File: config.mk
export PLATFORM = sky130hd
export DESIGN_NAME = bin_to_bcd_seq_flat
export DESIGN_NICKNAME = d
export VERILOG_FILES = /design/src/rtl/bin_to_bcd_seq_if.sv /design/src/rtl/bin_to_bcd_seq.sv /design/src/flat_wrapper.sv
export SDC_FILE = /design/constraint.sdc
export NUM_CORES = 1
export LEC_CHECK = 0
export CAP_MARGIN = 20
export CORE_MARGIN = 5
export CORE_UTILIZATION = 40
export CTS_CLUSTER_SIZE = 8
export DETAILED_ROUTE_END_ITERATION = 10
export SYNTH_ARGS = -nofsm -noshare
export SYNTH_HDL_FRONTEND = slang
export SYNTH_SLANG_ARGS = --single-unit
File: constraint.sdc
create_clock -name clk -period 2 [get_ports clk]
set_input_delay 0.2 -clock clk [delete_from_list [all_inputs] [get_ports clk]]
set_output_delay 0.2 -clock clk [all_outputs]
set_load 0.1 [all_outputs]
File: src/rtl/bin_to_bcd_seq_if.sv
// Conversion request/result bundle for bin_to_bcd_seq.
// master drives bin/start; slave (the converter) drives the result and status.
interface bin_to_bcd_seq_if #(
  parameter int unsigned WIDTH  = 8,
  parameter int unsigned DIGITS = 3
);
  logic [WIDTH-1:0]    bin;
  logic                start;
  logic [4*DIGITS-1:0] bcd;
  logic [DIGITS-1:0]   blank;
  logic                neg;
  logic                busy;
  logic                done;

  modport master (output bin, start, input bcd, blank, neg, busy, done);
  modport slave  (input bin, start, output bcd, blank, neg, busy, done);
endinterface

File: src/rtl/bin_to_bcd_seq.sv
// Sequential double-dabble binary-to-BCD converter with leading-zero blanking and a one-deep request queue.
// Define SIGNED_BCD_EN to treat bin as two's complement and report the sign on neg.
module bin_to_bcd_seq #(
  parameter int unsigned WIDTH  = 8,
  parameter int unsigned DIGITS = 3
) (
  input logic             clk,
  input logic             rst,
  bin_to_bcd_seq_if.slave bus
);

  localparam int unsigned SW = 4 * DIGITS;
  localparam int unsigned CW = $clog2(WIDTH + 1);

  typedef enum logic [1:0] {IDLE, SHIFT, DONE} state_t;

  state_t              state;
  logic [SW-1:0]       scratch;
  logic [WIDTH-1:0]    shreg;
  logic [CW-1:0]       cnt;
  logic                sign_r;
  logic                pending;
  logic [WIDTH-1:0]    pend_buf;
  logic                pend_sign;
  logic [SW-1:0]       bcd_r;
  logic [DIGITS-1:0]   blank_r;
  logic                neg_r;
  logic                busy_r;
  logic                done_r;

  logic [WIDTH-1:0]    mag_bin;
  logic                sign_bin;
  logic [SW-1:0]       adj;
  logic [SW+WIDTH-1:0] work_nxt;
  logic [DIGITS-1:0]   blank_nxt;
  logic                higher_zero;

`ifdef SIGNED_BCD_EN
  assign sign_bin = bus.bin[WIDTH-1];
  assign mag_bin  = sign_bin ? (~bus.bin + WIDTH'(1)) : bus.bin;
`else
  assign sign_bin = 1'b0;
  assign mag_bin  = bus.bin;
`endif

  always_comb begin
    adj = scratch;
    for (int unsigned i = 0; i < DIGITS; i++) begin
      if (scratch[4*i +: 4] >= 4'd5)
        adj[4*i +: 4] = scratch[4*i +: 4] + 4'd3;
    end
    work_nxt = {adj, shreg} << 1;
  end

  // Walk from the top digit down; a digit blanks only while everything above it is zero.
  always_comb begin
    blank_nxt   = '0;
    higher_zero = 1'b1;
    for (int unsigned j = 1; j < DIGITS; j++) begin
      higher_zero = higher_zero & (scratch[4*(DIGITS-j) +: 4] == 4'd0);
      blank_nxt[DIGITS-j] = higher_zero;
    end
  end

  always_ff @(posedge clk) begin
    if (!rst) begin
      state     <= IDLE;
      scratch   <= '0;
      shreg     <= '0;
      cnt       <= '0;
      sign_r    <= 1'b0;
      pending   <= 1'b0;
      pend_buf  <= '0;
      pend_sign <= 1'b0;
      bcd_r     <= '0;
      blank_r   <= ~DIGITS'(1);
      neg_r     <= 1'b0;
      busy_r    <= 1'b0;
      done_r    <= 1'b0;
    end else begin
      done_r <= 1'b0;
      if (bus.start && state != IDLE) begin
        pending   <= 1'b1;
        pend_buf  <= mag_bin;
        pend_sign <= sign_bin;
      end
      case (state)
        IDLE: begin
          if (bus.start) begin
            shreg   <= mag_bin;
            sign_r  <= sign_bin;
            scratch <= '0;
            cnt     <= '0;
            busy_r  <= 1'b1;
            state   <= SHIFT;
          end
        end
        SHIFT: begin
          {scratch, shreg} <= work_nxt;
          cnt <= cnt + CW'(1);
          if (cnt == CW'(WIDTH - 1))
            state <= DONE;
        end
        DONE: begin
          bcd_r   <= scratch;
          blank_r <= blank_nxt;
          neg_r   <= sign_r;
          done_r  <= 1'b1;
          scratch <= '0;
          cnt     <= '0;
          // A start arriving now is newer than anything queued, so it wins the reload.
          if (bus.start) begin
            shreg   <= mag_bin;
            sign_r  <= sign_bin;
            pending <= 1'b0;
            state   <= SHIFT;
          end else if (pending) begin
            shreg   <= pend_buf;
            sign_r  <= pend_sign;
            pending <= 1'b0;
            state   <= SHIFT;
          end else begin
            busy_r <= 1'b0;
            state  <= IDLE;
          end
        end
        default: state <= IDLE;
      endcase
    end
  end

  assign bus.bcd   = bcd_r;
  assign bus.blank = blank_r;
  assign bus.neg   = neg_r;
  assign bus.busy  = busy_r;
  assign bus.done  = done_r;

endmodule

File: src/flat_wrapper.sv
// flat-port wrapper written by rule: the top's interface ports become plain ports
module bin_to_bcd_seq_flat 
#(
  parameter int unsigned WIDTH  = 8,
  parameter int unsigned DIGITS = 3
)
  (clk, rst, bus_bin, bus_start, bus_bcd, bus_blank, bus_neg, bus_busy, bus_done);
  bin_to_bcd_seq_if #(.WIDTH(WIDTH), .DIGITS(DIGITS)) bus_i ();
  input logic clk;
  input logic rst;
  input wire logic [$bits(bus_i.bin)-1:0] bus_bin;
  input wire logic [$bits(bus_i.start)-1:0] bus_start;
  output wire logic [$bits(bus_i.bcd)-1:0] bus_bcd;
  output wire logic [$bits(bus_i.blank)-1:0] bus_blank;
  output wire logic [$bits(bus_i.neg)-1:0] bus_neg;
  output wire logic [$bits(bus_i.busy)-1:0] bus_busy;
  output wire logic [$bits(bus_i.done)-1:0] bus_done;
  assign bus_i.bin = bus_bin;
  assign bus_i.start = bus_start;
  assign bus_bcd = bus_i.bcd;
  assign bus_blank = bus_i.blank;
  assign bus_neg = bus_i.neg;
  assign bus_busy = bus_i.busy;
  assign bus_done = bus_i.done;
  bin_to_bcd_seq #(.WIDTH(WIDTH), .DIGITS(DIGITS)) u_core (.clk(clk), .rst(rst), .bus(bus_i));
endmodule
# Yosys cells after proc, flatten, opt, wreduce, memory -nomap -nowiden
# Cells that the tools add are included.
[totals]
reg_bits = 53
input_bits = 11
output_inout_bits = 18
elab_cells = 69
[op_classes]
add_sub_neg = 4
order_cmp = 3
eq_ne = 8
mux = 29
bitwise_logic = 1
n_reduce_logical = 12
[ops]
columns = ["operator", "count"]
rows = [
  ["case mux 12 bit (3 select lines)", 1],
  ["2-to-1 mux 8 bit", 3],
  ["case mux 8 bit (3 select lines)", 1],
  [">= comparator 4 x 3 -> 1 bit (second input constant)", 3],
  ["2-to-1 mux 1 bit", 12],
  ["2-to-1 mux 12 bit", 1],
  ["2-to-1 mux 4 bit", 3],
  ["case mux 4 bit (3 select lines)", 1],
  ["adder 4 x 2 -> 4 bit (second input constant)", 2],
  ["logical NOT 4 bit", 2],
  ["2-to-1 mux 2 bit", 3],
  ["inequality test 2 bit (second input constant)", 3],
  ["case mux 2 bit (3 select lines)", 1],
  ["AND reduction 3 bit", 2],
  ["adder 4 x 1 -> 4 bit (second input constant)", 1],
  ["equality test 4 x 3 -> 1 bit (second input constant)", 1],
  ["case mux 1 bit (2 select lines)", 2],
  ["AND reduction 2 bit", 2],
  ["AND reduction 4 bit", 1],
  ["nonzero test 2 bit", 2],
  ["adder 3 x 2 -> 3 bit (second input constant)", 1],
  ["2-to-1 mux 3 bit", 1],
  ["inequality test 3 x 2 -> 1 bit (second input constant)", 1],
  ["nonzero test 3 bit", 1],
  ["6 further kinds", 6],
]

# Longest topological paths before layout
[depth]
ltp_word = 6
ltp_mapped = 8
mapped_depth_nobuf = 6

# Worst setup path before layout
# No wires, ideal clock.
[synth_path]
kind = "register to register"
from = "register u_core.state[0]"
to = "register u_core.scratch[10]"
arrival_time_ns = 1.489
slack_ns = 0.450
stages_incl_launch_ff = 7
synth_period_minus_slack_ns = 1.550
cell_sequence = "dfxtp_1 inv_1 ha_1 nor2b_2 buf_6 nor4b_4 a32o_1"
[synth_between]
elab_chain_len = 3
word_cells_on_any_way = 7
classes_between = "eq/ne: 3; mux: 1; reduce/logical: 3"
[synth_rtl]
columns = ["element", "line", "text"]
rows = [
  ["start: declaration", "bin_to_bcd_seq.sv:17", "state_t state;"],
  ["start signal: assignment", "bin_to_bcd_seq.sv:67", "state <= IDLE;"],
  ["start signal: assignment", "bin_to_bcd_seq.sv:95", "state <= SHIFT;"],
  ["start signal: assignment", "bin_to_bcd_seq.sv:102", "state <= DONE;"],
  ["equality test 2 x 1 -> 1 bit, or another cell as far along", "bin_to_bcd_seq.sv:87", "case (state)"],
  ["nonzero test 3 bit (no source line) / inequality test 2 bit (equally long branches)", "n/a", ""],
  ["AND reduction 2 bit (no source line)", "n/a", ""],
  ["end signal: assignment", "bin_to_bcd_seq.sv:99", "{scratch, shreg} <= work_nxt;"],
  ["end: declaration", "bin_to_bcd_seq.sv:18", "logic [SW-1:0] scratch;"],
]
# Parallel ways exist; a longest one is shown, timed or not.
# A chain may end at the register's enable or synchronous reset.

# Final worst setup path
[layout_path]
from = "register u_core.state[1]"
to = "register u_core.shreg[1]"
[layout_between]
elab_chain_len = 3
word_cells_on_any_way = 8
classes_between = "eq/ne: 4; mux: 1; reduce/logical: 3"
[layout_rtl]
columns = ["element", "line", "text"]
rows = [
  ["equality test 2 bit, or another cell as far along", "bin_to_bcd_seq.sv:87", ""],
  ["inequality test 3 x 2 -> 1 bit (no source line), or another cell as far along", "n/a", ""],
  ["AND reduction 3 bit (no source line)", "n/a", ""],
  ["end signal: assignment", "bin_to_bcd_seq.sv:90", "shreg <= mag_bin;"],
  ["end signal: assignment", "bin_to_bcd_seq.sv:99", ""],
  ["end signal: assignment", "bin_to_bcd_seq.sv:113", "shreg <= mag_bin;"],
  ["end: declaration", "bin_to_bcd_seq.sv:19", "logic [WIDTH-1:0] shreg;"],
]
# Parallel ways exist; a longest one is shown, timed or not.

==> flow_summary.ini <==
[cts]
cts_resized = 0
clock_sinks = 51
holdBufCountCts = 0
clk_latency_ns = 0.31
tritoncts = built
clockBufferDepth = 2
cts_setup_buffers = 0
cts-root-buf = clkbuf_8
numCtsBuffers = 5
htree_levels = 2
clk_pin_slew_ns = 0.09

[worst_setup_path]
cp.arrival_ns = 1.93
path_buf_inv = 1
path_cells = inv_1 > ha_1 > nor2b_2 > nor3_2 > nor2_2 > o2bb2ai_1
r2r_slack_ns = 0.31
path_class = reg2reg
critPathCaptureType = flop
path_delay_family = simple AND/OR/NAND/NOR gates
worstPathRequired_ns = 2.24
crit_slowest_cell = nor2b_2
critPathMaxStageDelay_ns = 0.43
worst-path-max-fanout = 7
start_kind = flop

[timing]
finalSetupTns_ns = 0
skew_ns = 0.0110
rsz0062_at_grt = no
final-setup-viol-count = 0
hold_viol = 0
period_needed_ns = 1.69
report.final.slew_viol_count = 0
fmax_mhz = 591
fin_crit_sh = 0.847

[min_path]
hold_class = reg2reg

[global_routing]
grt_overflow_total = 0
grt_pass1_wl_um = 9230
grt_max_degree = 28
grt_pass1_vias = 1893
antenna_found_initial = 0
grt_usage = 0.150

[floorplanning]
row_count = 28
boundaryPins = 29
start_util = 0.415
dieArea_sq_mm = 0.00790
die_w_um = 88.9
core_area_sq_mm = 0.00599
fp.dieH_um = 88.9

[place]
finalWeightedCongestion = 0.737
placed_cell_area_sq_mm = 0.00280
hpwl_um = 3890
port_buffers = 26

[logic_synthesis]
yosysSeqAreaShare = 0.410
synthesis.area_sq_mm = 0.00249
synth-seq-cells = 51
synth_top_area_cell = dfxtp_1
yosysMostFrequentCell = dfxtp_1
ys_warn_count = 0
netlist_top_cells_count = dfxtp_1 (51), nand2_1 (47), a21oi_1 (28)
ys_async_sr_fraction = 0
ys_types = 43
synth_area_per_cell_sq_um = 8.79
synth_ff_type = dfxtp_1
synth_edf_count = 0
syn_inst = 283
synthTopCellsByArea = dfxtp_1 (41%), nand2_1 (7.1%), ha_1 (6.0%)
synth_top_area_share = 0.410

[cells_and_area]
postLayoutCellArea_sq_mm = 0.00292
nets = 335
drive_above_1_share = 0.160
n_antenna_cell = 0
area_growth_pct = 17.3

[routing]
num_vias = 1958
drcViolationCount = 0
vias_per_cell = 5.05
routed_wl_um = 5520
dr.pass1.iters = 4
initialDrtViolationCount = 66
ant_nets = 0
wire_per_inst_um = 14.2

[power]
seq_power_share = 0.500
power.internal_mw = 1.59
p_leak_nw = 1.12
pwr_density_cell_mw_per_mm2 = 746
max-vdd-ir-drop_mv = 0.398
swShare = 0.268
pwr-share-clk = 0.343
combinationalPowerShare = 0.157
p_switching_mw = 0.583

[flow_run]
cap_violations = 0

[outcome]
status = completed
## per-stage QoR
step | utilization | hold WS, ns | instances | total power, mW | worst slack, ns
finish | 0.487 | 0.459 | 388 | 2.18 | 0.307
global route | 0.487 | 0.490 | 388 | 2.29 | 0.122
CTS | 0.487 | 0.459 | 388 | 2.21 | 0.298
detailed placement | 0.468 | 0.447 | 380 | 1.46 | 0.195
global placement | 0.468 | 0.439 | 380 | 1.45 | 0.229
floorplan | - | 0.336 | 284 | 1.35 | 0.450
## final cells by class
class | count | area (sq um)
Clock buffer | 6 | 82.6
Clock inverter | 2 | 35.0
Fill cell | 591 | 3070
Inverter | 12 | 45.0
Multi-Input combinational cell | 204 | 1330
Sequential cell | 51 | 1020
Tap cell | 75 | 93.8
Timing Repair Buffer | 38 | 310
## cell usage in the layout, fill, tap and decap left out, drive strengths merged, types with 4 or more instances in the layout
cell type	n
nand3	6
xnor2	4
nand2b	6
ha	12
dfxtp	51
nand2	47
nor3b	4
o21ai	18
clkbuf	6
inv	12
mux2i	15
clkdlybuf4s50	10
mux2	6
a22o	5
nor2	17
a21oi	28
buf	28
o2bb2ai	7
## cells by family after synthesis
group / synth area share
AOI/OAI and AO/OA: 0.169
xor gates and xnor gates: 0.0141
adders and majority gates: 0.0603
buffers and inverters: 0.0558
DFF: 0.410
muxes: 0.0875
other: 0.00151
and+or+nand+nor: 0.201
## layer usage
layer | global-route usage | vias to the layer above | part of all wire
li1 | - | 1030 | -
met1 | 0.194 | 890 | 0.49
met2 | 0.250 | 34 | 0.46
met3 | 0.0428 | 4 | 0.044
met4 | 0.0316 | 0 | 0.0049
met5 | 0 | - | 0
## worst register-to-register path, cell delays in order, from the launching register on
cell       delay [ns]
dfxtp_1          0.34
inv_1            0.10
ha_1             0.17
nor2b_2          0.43
nor3_2           0.12
nor2_2           0.31
o2bb2ai_1        0.16
## sequential cells by signal, summed over array words and instances, names as in the netlist
name and cells:
u_core.state 2, u_core.scratch 12, u_core.shreg 8, u_core.bus.done 1
u_core.bus.blank 2, u_core.bus.bcd 12, u_core.cnt 4, u_core.pend_buf 8
u_core.pending 1, u_core.bus.busy 1
## power by group through the flow
| stage | Combinational, mW | Sequential [mW] | Clock (mW) |
|---|---|---|---|
| detailed placement | 0.345 | 1.11 | 0 |
| global placement | 0.343 | 1.11 | 0 |
| CTS | 0.346 | 1.09 | 0.773 |
| global route | 0.382 | 1.09 | 0.817 |
| finish | 0.342 | 1.09 | 0.747 |
| floorplan | 0.232 | 1.12 | 0 |
## worst paths after layout
path | to | startpoint | depth (start not counted)
setup reg to reg | u_core.shreg[1]$_SDFFE_PN0P_ | u_core.state[1]$_SDFFE_PN0P_ | 6
setup / recovery | u_core.shreg[1]$_SDFFE_PN0P_ | u_core.state[1]$_SDFFE_PN0P_ | 6
hold / removal | u_core.pend_buf[6]$_SDFFE_PN0P_ | u_core.pend_buf[6]$_SDFFE_PN0P_ | 2
hold reg to reg | u_core.pend_buf[6]$_SDFFE_PN0P_ | u_core.pend_buf[6]$_SDFFE_PN0P_ | 2
No activity file was read; power rests on OpenSTA's default activity.
